### config.mk
export PLATFORM = sky130hd
export DESIGN_NAME = led_frame_scheduler
export DESIGN_NICKNAME = d
export VERILOG_FILES = /design/src/rtl/led_frame_scheduler_pkg.sv /design/src/rtl/led_frame_scheduler_rr_arb2.sv /design/src/rtl/led_frame_scheduler.sv
export SDC_FILE = /design/constraint.sdc
export NUM_CORES = 1
export LEC_CHECK = 0
export CAP_MARGIN = 0
export CORE_AREA = 2 2 178 180
export DETAILED_ROUTE_END_ITERATION = 12
export DIE_AREA = 0 0 180 182
export SKIP_CTS_REPAIR_TIMING = 1
export SYNTH_ARGS = -nofsm -noshare
export SYNTH_HDL_FRONTEND = slang
export SYNTH_SLANG_ARGS = --single-unit
### constraint.sdc
create_clock -name clk -period 6.75 [get_ports clk]
set_clock_uncertainty 0.1 [all_clocks]
set_input_delay 1.0125 -clock clk [delete_from_list [all_inputs] [get_ports clk]]
set_output_delay 1.0125 -clock clk [all_outputs]
set_load 0.02 [all_outputs]
### src/rtl/led_frame_scheduler_pkg.sv
// ---------------------------------------------------------------------------
// led_pkg
//   Shared types and constants for the LED frame scheduler slice.
//   - COLOR_W / NUM_LEDS_DEF : one GRB pixel is 24 bits, default strip is 6 LEDs
//   - frame_t                : one full default-size frame
//   - sched_state_t          : scheduler FSM states
//   - src_t                  : frame source identifiers
//   - other_src()            : the source that is not the given one
// ---------------------------------------------------------------------------
package led_pkg;

  localparam int COLOR_W      = 24;
  localparam int NUM_LEDS_DEF = 6;

  typedef logic [NUM_LEDS_DEF*COLOR_W-1:0] frame_t;

  typedef enum logic [1:0] {
    IDLE,
    LOAD,
    WAIT_DONE,
    LATCH
  } sched_state_t;

  typedef enum logic {
    SRC_A,
    SRC_B
  } src_t;

  function automatic src_t other_src(input src_t s);
    return (s == SRC_A) ? SRC_B : SRC_A;
  endfunction

endpackage

### src/rtl/led_frame_scheduler_rr_arb2.sv
// ---------------------------------------------------------------------------
// led_rr_arb2
//   Two-requester round-robin arbiter, purely combinational. A lone requester
//   always wins; on a tie the source that did not win last time wins.
//   Ports:
//     req_a, req_b : request levels
//     last_grant   : previous winner (registered by the caller)
//     winner       : selected source, meaningful only when valid=1
//     valid        : at least one request present
// ---------------------------------------------------------------------------
module led_rr_arb2
  import led_pkg::*;
(
  input  logic req_a,
  input  logic req_b,
  input  src_t last_grant,
  output src_t winner,
  output logic valid
);

  always_comb begin
    // NOTE: every output of a combinational block gets a default first, so no
    // path through the if/else leaves it unassigned and infers a latch.
    winner = SRC_A;
    valid  = req_a | req_b;
    if (req_a && req_b) begin
      winner = other_src(last_grant);
    end else if (req_b) begin
      winner = SRC_B;
    end
  end

endmodule

### src/rtl/led_frame_scheduler.sv
// ---------------------------------------------------------------------------
// led_frame_scheduler
//   Shares one WS2812 led_driver between two frame sources. Captures the
//   round-robin winner's frame, pulses load, waits for drv_done, then holds
//   the line idle for LATCH_CYCLES so the strip latches before the next frame.
//
//   Ports:
//     clk, rst         : clock, asynchronous active-high reset
//     req_a / frame_a  : source A request level and frame; gnt_a pulses on capture
//     req_b / frame_b  : source B request level and frame; gnt_b pulses on capture
//     color_string     : captured frame presented to led_driver
//     load             : one-cycle start pulse to led_driver
//     drv_done         : led_driver finished shifting the frame
//     busy             : scheduler not in IDLE
//     frame_count      : frames completed (wraps)
//     err              : sticky watchdog timeout flag
//
//   Optional feature: define LED_FRAME_SCHED_WDT_EN to add a WAIT_DONE
//   watchdog of WDT_CYCLES cycles. Without it, err is constant 0 and the
//   scheduler waits for drv_done indefinitely.
// ---------------------------------------------------------------------------
module led_frame_scheduler
  import led_pkg::*;
#(
  parameter int NUM_LEDS     = NUM_LEDS_DEF,
  parameter int LATCH_CYCLES = 4000,
  parameter int WDT_CYCLES   = 65535
) (
  input  logic                        clk,
  input  logic                        rst,
  input  logic                        req_a,
  input  logic [NUM_LEDS*COLOR_W-1:0] frame_a,
  output logic                        gnt_a,
  input  logic                        req_b,
  input  logic [NUM_LEDS*COLOR_W-1:0] frame_b,
  output logic                        gnt_b,
  output logic [NUM_LEDS*COLOR_W-1:0] color_string,
  output logic                        load,
  input  logic                        drv_done,
  output logic                        busy,
  output logic [15:0]                 frame_count,
  output logic                        err
);

  localparam int FRAME_W = NUM_LEDS * COLOR_W;
  localparam int LATCH_W = (LATCH_CYCLES > 1) ? $clog2(LATCH_CYCLES) : 1;
  localparam logic [LATCH_W-1:0] LATCH_INIT = LATCH_W'(LATCH_CYCLES - 1);

  sched_state_t        state_q,      state_d;
  logic [FRAME_W-1:0]  color_q,      color_d;
  logic                load_q,       load_d;
  logic                gnt_a_q,      gnt_a_d;
  logic                gnt_b_q,      gnt_b_d;
  logic                busy_q,       busy_d;
  logic [15:0]         frame_cnt_q,  frame_cnt_d;
  logic [LATCH_W-1:0]  latch_cnt_q,  latch_cnt_d;
  src_t                last_grant_q, last_grant_d;

`ifdef LED_FRAME_SCHED_WDT_EN
  localparam logic [15:0] WDT_LAST = 16'(WDT_CYCLES - 1);
  logic [15:0] wdt_cnt_q, wdt_cnt_d;
  logic        err_q,     err_d;
`endif

  src_t arb_winner;
  logic arb_valid;

  led_rr_arb2 u_arb (
    .req_a      (req_a),
    .req_b      (req_b),
    .last_grant (last_grant_q),
    .winner     (arb_winner),
    .valid      (arb_valid)
  );

  always_comb begin
    state_d      = state_q;
    color_d      = color_q;
    load_d       = 1'b0;
    gnt_a_d      = 1'b0;
    gnt_b_d      = 1'b0;
    frame_cnt_d  = frame_cnt_q;
    latch_cnt_d  = latch_cnt_q;
    last_grant_d = last_grant_q;
`ifdef LED_FRAME_SCHED_WDT_EN
    wdt_cnt_d    = wdt_cnt_q;
    err_d        = err_q;
`endif

    unique case (state_q)
      IDLE: begin
        // load/gnt are registered, so raising them here makes them visible
        // exactly in the LOAD cycle, one cycle after the request is sampled.
        if (arb_valid) begin
          state_d      = LOAD;
          load_d       = 1'b1;
          last_grant_d = arb_winner;
          if (arb_winner == SRC_A) begin
            gnt_a_d = 1'b1;
            color_d = frame_a;
          end else begin
            gnt_b_d = 1'b1;
            color_d = frame_b;
          end
        end
      end

      LOAD: begin
        // drv_done is not looked at here: a done left over from the previous
        // frame must not complete this one.
        state_d = WAIT_DONE;
`ifdef LED_FRAME_SCHED_WDT_EN
        wdt_cnt_d = '0;
`endif
      end

      WAIT_DONE: begin
        if (drv_done) begin
          state_d     = LATCH;
          latch_cnt_d = LATCH_INIT;
          frame_cnt_d = frame_cnt_q + 16'd1;
        end
`ifdef LED_FRAME_SCHED_WDT_EN
        else if (wdt_cnt_q == WDT_LAST) begin
          // Timed-out frame: give the strip its latch gap but do not count it.
          state_d     = LATCH;
          latch_cnt_d = LATCH_INIT;
          err_d       = 1'b1;
        end else begin
          wdt_cnt_d = wdt_cnt_q + 16'd1;
        end
`endif
      end

      LATCH: begin
        if (latch_cnt_q == '0) begin
          state_d = IDLE;
        end else begin
          latch_cnt_d = latch_cnt_q - LATCH_W'(1);
        end
      end

      default: state_d = IDLE;
    endcase

    // busy is registered alongside state so it tracks state_q exactly.
    busy_d = (state_d != IDLE);
  end

  // NOTE: sequential state uses non-blocking assignments only, so every flop
  // samples the pre-edge values regardless of statement order.
  always_ff @(posedge clk or posedge rst) begin
    if (rst) begin
      state_q      <= IDLE;
      color_q      <= '0;
      load_q       <= 1'b0;
      gnt_a_q      <= 1'b0;
      gnt_b_q      <= 1'b0;
      busy_q       <= 1'b0;
      frame_cnt_q  <= '0;
      latch_cnt_q  <= '0;
      last_grant_q <= SRC_B;
    end else begin
      state_q      <= state_d;
      color_q      <= color_d;
      load_q       <= load_d;
      gnt_a_q      <= gnt_a_d;
      gnt_b_q      <= gnt_b_d;
      busy_q       <= busy_d;
      frame_cnt_q  <= frame_cnt_d;
      latch_cnt_q  <= latch_cnt_d;
      last_grant_q <= last_grant_d;
    end
  end

`ifdef LED_FRAME_SCHED_WDT_EN
  always_ff @(posedge clk or posedge rst) begin
    if (rst) begin
      wdt_cnt_q <= '0;
      err_q     <= 1'b0;
    end else begin
      wdt_cnt_q <= wdt_cnt_d;
      err_q     <= err_d;
    end
  end

  assign err = err_q;
`else
  assign err = 1'b0;
`endif

  assign color_string = color_q;
  assign load         = load_q;
  assign gnt_a        = gnt_a_q;
  assign gnt_b        = gnt_b_q;
  assign busy         = busy_q;
  assign frame_count  = frame_cnt_q;

endmodule

### Yosys cells after proc, flatten, opt, wreduce, memory -nomap -nowiden

Index checks and enable logic that the tools add are counted.

| storage, ports and cells | value |
|---|---|
| input port bits | 293 |
| memory bits (read-only) | 0 |
| latch bits | 0 |
| register bits after elaboration | 179 |
| RAM bits | 0 |
| logic and storage cells | 44 |
| memories kept | 0 |

| cells by class | value |
|---|---|
| div/mod/pow operators | 0 |
| $add $sub $neg | 2 |
| muxes and demuxes | 19 |
| order comparisons | 0 |
| reduce and logical (&&, ||, !) cells | 8 |
| $mul | 0 |
| equality and inequality tests | 5 |
| bitwise operators | 1 |
| shifts and indexed selects | 0 |

Operators with widths:

| operator | count |
|---|---|
| two-way mux 144 bit | 1 |
| two-way mux 12 bit | 2 |
| case mux 12 bit (2 select lines) | 1 |
| adder 16 x 1 -> 16 bit (second input constant) | 1 |
| logical NOT 12 bit | 1 |
| subtractor 12 x 1 -> 12 bit (second input constant) | 1 |
| two-way mux 1 bit | 11 |
| case mux 2 bit (4 select lines) | 1 |
| two-way mux 2 bit | 3 |
| == test 2 bit (second input constant) | 2 |
| inequality test 2 bit (second input constant) | 2 |
| AND reduction 2 bit | 2 |
| nonzero test 2 bit | 2 |
| AND reduction 3 bit | 1 |
| == test 2 x 1 -> 1 bit (second input constant) | 1 |
| logical NOT 2 bit | 1 |
| logical AND 1 bit | 1 |
| OR 1 bit | 1 |

### Depth between registers and ports, before layout

| logic depth | value |
|---|---|
| word-level depth | 5 |
| gate-level depth with buffers | 7 |
| mapped depth without buffers | 6 |

### By module

From an unflattened synthesis, not the netlist that was laid out.

| second synthesis, totals | value |
|---|---|
| cells, all modules | 780 |
| area total of the unflattened synthesis | 8154.1 um2 |

Modules (own cells, without submodules):

| module | area an instance (um2) | cells each | instances |
|---|---|---|---|
| led_frame_scheduler | 8140.3 | 778 | 1 |
| led_rr_arb2 | 13.8 | 2 | 1 |

### Worst setup path before layout

OpenSTA, ideal clock, no wires.

| timing | value |
|---|---|
| kind | input to register |
| start | in req_b |
| end | reg color_q[19], in the netlist color_string[19] |
| setup time | 0.127 ns |
| buffers on the path | 3 |
| stages on the path | 7 |
| slack | 4.587 ns |
| arrival time | 1.936 ns |
| cell sequence | nand2b_1 -> and3_1 -> buf_2 -> buf_6 -> buf_6 -> a222oi_1 -> inv_1 |

| between the ends | value |
|---|---|
| cells in the longest elaborated chain, start to end | 3 |
| elaborated cells on any way between the ends | 6 |
| classes of those cells | mux: 3; bitwise: 1; reduce/logical: 2 |

RTL lines:

| item | RTL line | text |
|---|---|---|
| from (decl) | led_frame_scheduler.sv:34 | `input logic req_b,` |
| two-way mux 1 bit / logical AND 1 bit (equally long branches) | led_frame_scheduler_rr_arb2.sv:28, led_frame_scheduler_rr_arb2.sv:26 |  |
| two-way mux 1 bit | led_frame_scheduler_rr_arb2.sv:26 | `if (req_a && req_b) begin` |
| two-way mux 144 bit | led_frame_scheduler.sv:98 | `if (arb_winner == SRC_A) begin` |
| to (signal assigned) | led_frame_scheduler.sv:165 | `color_q <= color_d;` |
| to (decl) | led_frame_scheduler.sv:50 | `logic [FRAME_W-1:0] color_q, color_d;` |

Several ways; a longest one is shown, not always the timed one.
A chain may end at the register's enable or synchronous reset.

### Final worst setup path

| timing | value |
|---|---|
| start | in req_b |
| end | reg color_q[95], in the netlist color_string[95] |

The elaborated chain is that of the path after synthesis.

==> metrics.yaml <==
status: "completed"
place_ws_ns: 3.06
p_leak_nw: 5.86
antenna_found_initial: 1
num_vias: 7167
seq_area_um2: 4480
syn_inst: 639
tns_ns: 0
clock_sinks: 179
end_kind: "register"
cts_buffers: 17
fillers: 2963
worstMarginPinSlew_ns: 1.02
arrival_ns: 3.54
gp_congestion: 0.795
grt_overflow: 0
grt_max_degree: 109
fp.dieH_um: 182
drt_iter0_drc: 917
wl_per_cell_um: 19.0
finalSetupViolCount: 0
final_hold_viol_count: 0
max_cap_violations: 0
fmax_ghz: 0.305
layout_min_cycle_time_ns: 3.28
num_antenna_cells: 0
post-route-util: 0.417
ys_warn_count: 0
start_util: 0.241
maxSlewHeadroom: 0.323
clkSlewWorstSetupHoldPaths_ns: 0.08
critPathMaxFanout: 85
syn_nets: 935
hold_slack_ns: 0.375
port_buffers: 456
async_flop_share: 1.00
via_per_inst: 4.83
drt-total-wl_mm: 28.2
rsz0062_at_grt: "false"
p_per_area_nw_per_um2: 269
synth.distinct_cells: 41
io_pins: 458
die_w_um: 180
dieArea_um2: 32800
htree_num_levels: 4
timing.final.ws_setup_ns: 3.47
ant_nets: 0
syn2layout_area_growth_pct: 73.4
syn_avg_cell_area_um2: 11.7
hpwlAfterDp_mm: 20.0
cts_tree: "yes"
ys_seq_area_frac: 0.601
period_share: 0.486
drive_above_1_share: 0.0426
drc_errors: 0
ir_drop_mv: 0.152
grt_pass1_wl_mm: 42.7
crit_required_ns: 7.01
drtPass1Iterations: 8
syn_area_um2: 7460
crit_path_start_kind: "primary input"
grt_usage: 0.167
layout.nets: 1364
grt_pass1_vias: 7252
cts-root-buf: "clkbuf_16"
crit_type: "primary input to register"
ctsLongestPathBuffers: 2
synth-seq-cells: 179
core_area_um2: 31000
rows: 65
min_path_type: "register to register"
slew_viol_final: 0
synthFlopType: "dfrtp_1"
clock_latency_ns: 0.43
multi_input_comb_area_um2: 2180
synth-edff-count: 0
flip-flops by register name, summed over array words and instances, names as in the netlist:
signal	flops
color_string	144
frame_count	16
latch_cnt_q	12
state_q	2
busy	1
gnt_a	1
gnt_b	1
last_grant_q	1
load	1
worst max-delay path, cell delays in order:
cell and delay [ns]:
clkdlybuf4s50_1 0.48, nand2b_1 0.11, and3_4 0.80, buf_4 0.69
a222oi_1 0.20, inv_1 0.12
layer usage:
layer	part of all wire	track usage
met1	0.40	0.205
met2	0.49	0.277
met3	0.084	0.0566
met4	0.018	0.0537
met5	0	0
final cells by class:
type / count / share of cell area
repair buffers: 461 / 0.357
flip-flops and latches: 179 / 0.346
multi-input cells: 258 / 0.169
inverters: 151 / 0.0442
well taps: 402 / 0.0389
clock buffers: 18 / 0.0340
clock inverters: 14 / 0.0107
report_power, final:
part           total (W)  internal (W)  switching (W)
sequential       0.00140       0.00126       0.000137
combinational    0.00108      0.000602       0.000478
clock           0.000996      0.000502       0.000493
total            0.00347       0.00237        0.00111
synthesized netlist by cell type (5+ instances only):
master      n  share of area
dfrtp_1   178           0.60
inv_1     151          0.076
a222oi_1  144           0.19
clkbuf_1   22          0.011
buf_1      15         0.0075
nand2_1    15         0.0075
nor2_1     12         0.0060
xnor2_1    10          0.012
and3_1      8         0.0067
nand3_1     8         0.0054
buf_2       7         0.0047
a21oi_1     6         0.0040
buf_6       6         0.0091
nor3_1      6         0.0040
o31ai_1     5         0.0050
xor2_1      5         0.0059
stage by stage:
stage	total power, W	std cells	cell area [µm²]
floorplan	0.00189	639	7460
global placement	0.00249	1451	12400
detailed placement	0.00250	1451	12400
CTS	0.00353	1483	12900
global route	0.00367	1483	12900
finish	0.00347	1483	12900
cells in the final DEF, fill, tap and decap left out, types with 6 or more instances in the layout:
cell type | synthesis | layout
nor2_1 | 12 | 12
a222oi_1 | 144 | 144
clkdlybuf4s50_1 | 0 | 456
nand3_1 | 8 | 8
clkbuf_16 | 0 | 17
xnor2_1 | 10 | 10
nor3_1 | 6 | 6
a21oi_1 | 6 | 6
inv_1 | 151 | 150
dfrtp_1 | 178 | 178
nand2_1 | 15 | 15
and3_1 | 8 | 6
cell families after synthesis:
logic type | Yosys count | share of synthesized area
buffers and inverters | 202 | 0.109
adders and majority gates | 3 | 0.00503
DFF | 179 | 0.601
xor gates and xnor gates | 15 | 0.0176
and+or+nand+nor | 71 | 0.0520
AOI/OAI and AO/OA | 166 | 0.212
muxes | 2 | 0.00268
other | 1 | 0.000503
path summary, 6_finish.rpt:
check	depth (start not counted)	end	start	slack, ns
max	6	color_string[95]	req_b	3.47
min	1	frame_count[15]	frame_count[15]	0.38
max reg2reg	5	color_string[95]	state_q[1]	3.73
min reg2reg	1	frame_count[15]	frame_count[15]	0.38
max in group asynchronous	3	color_string[114]	rst	4.49
min in group asynchronous	2	color_string[22]	rst	0.91
Power figures use the tool's default switching activity.
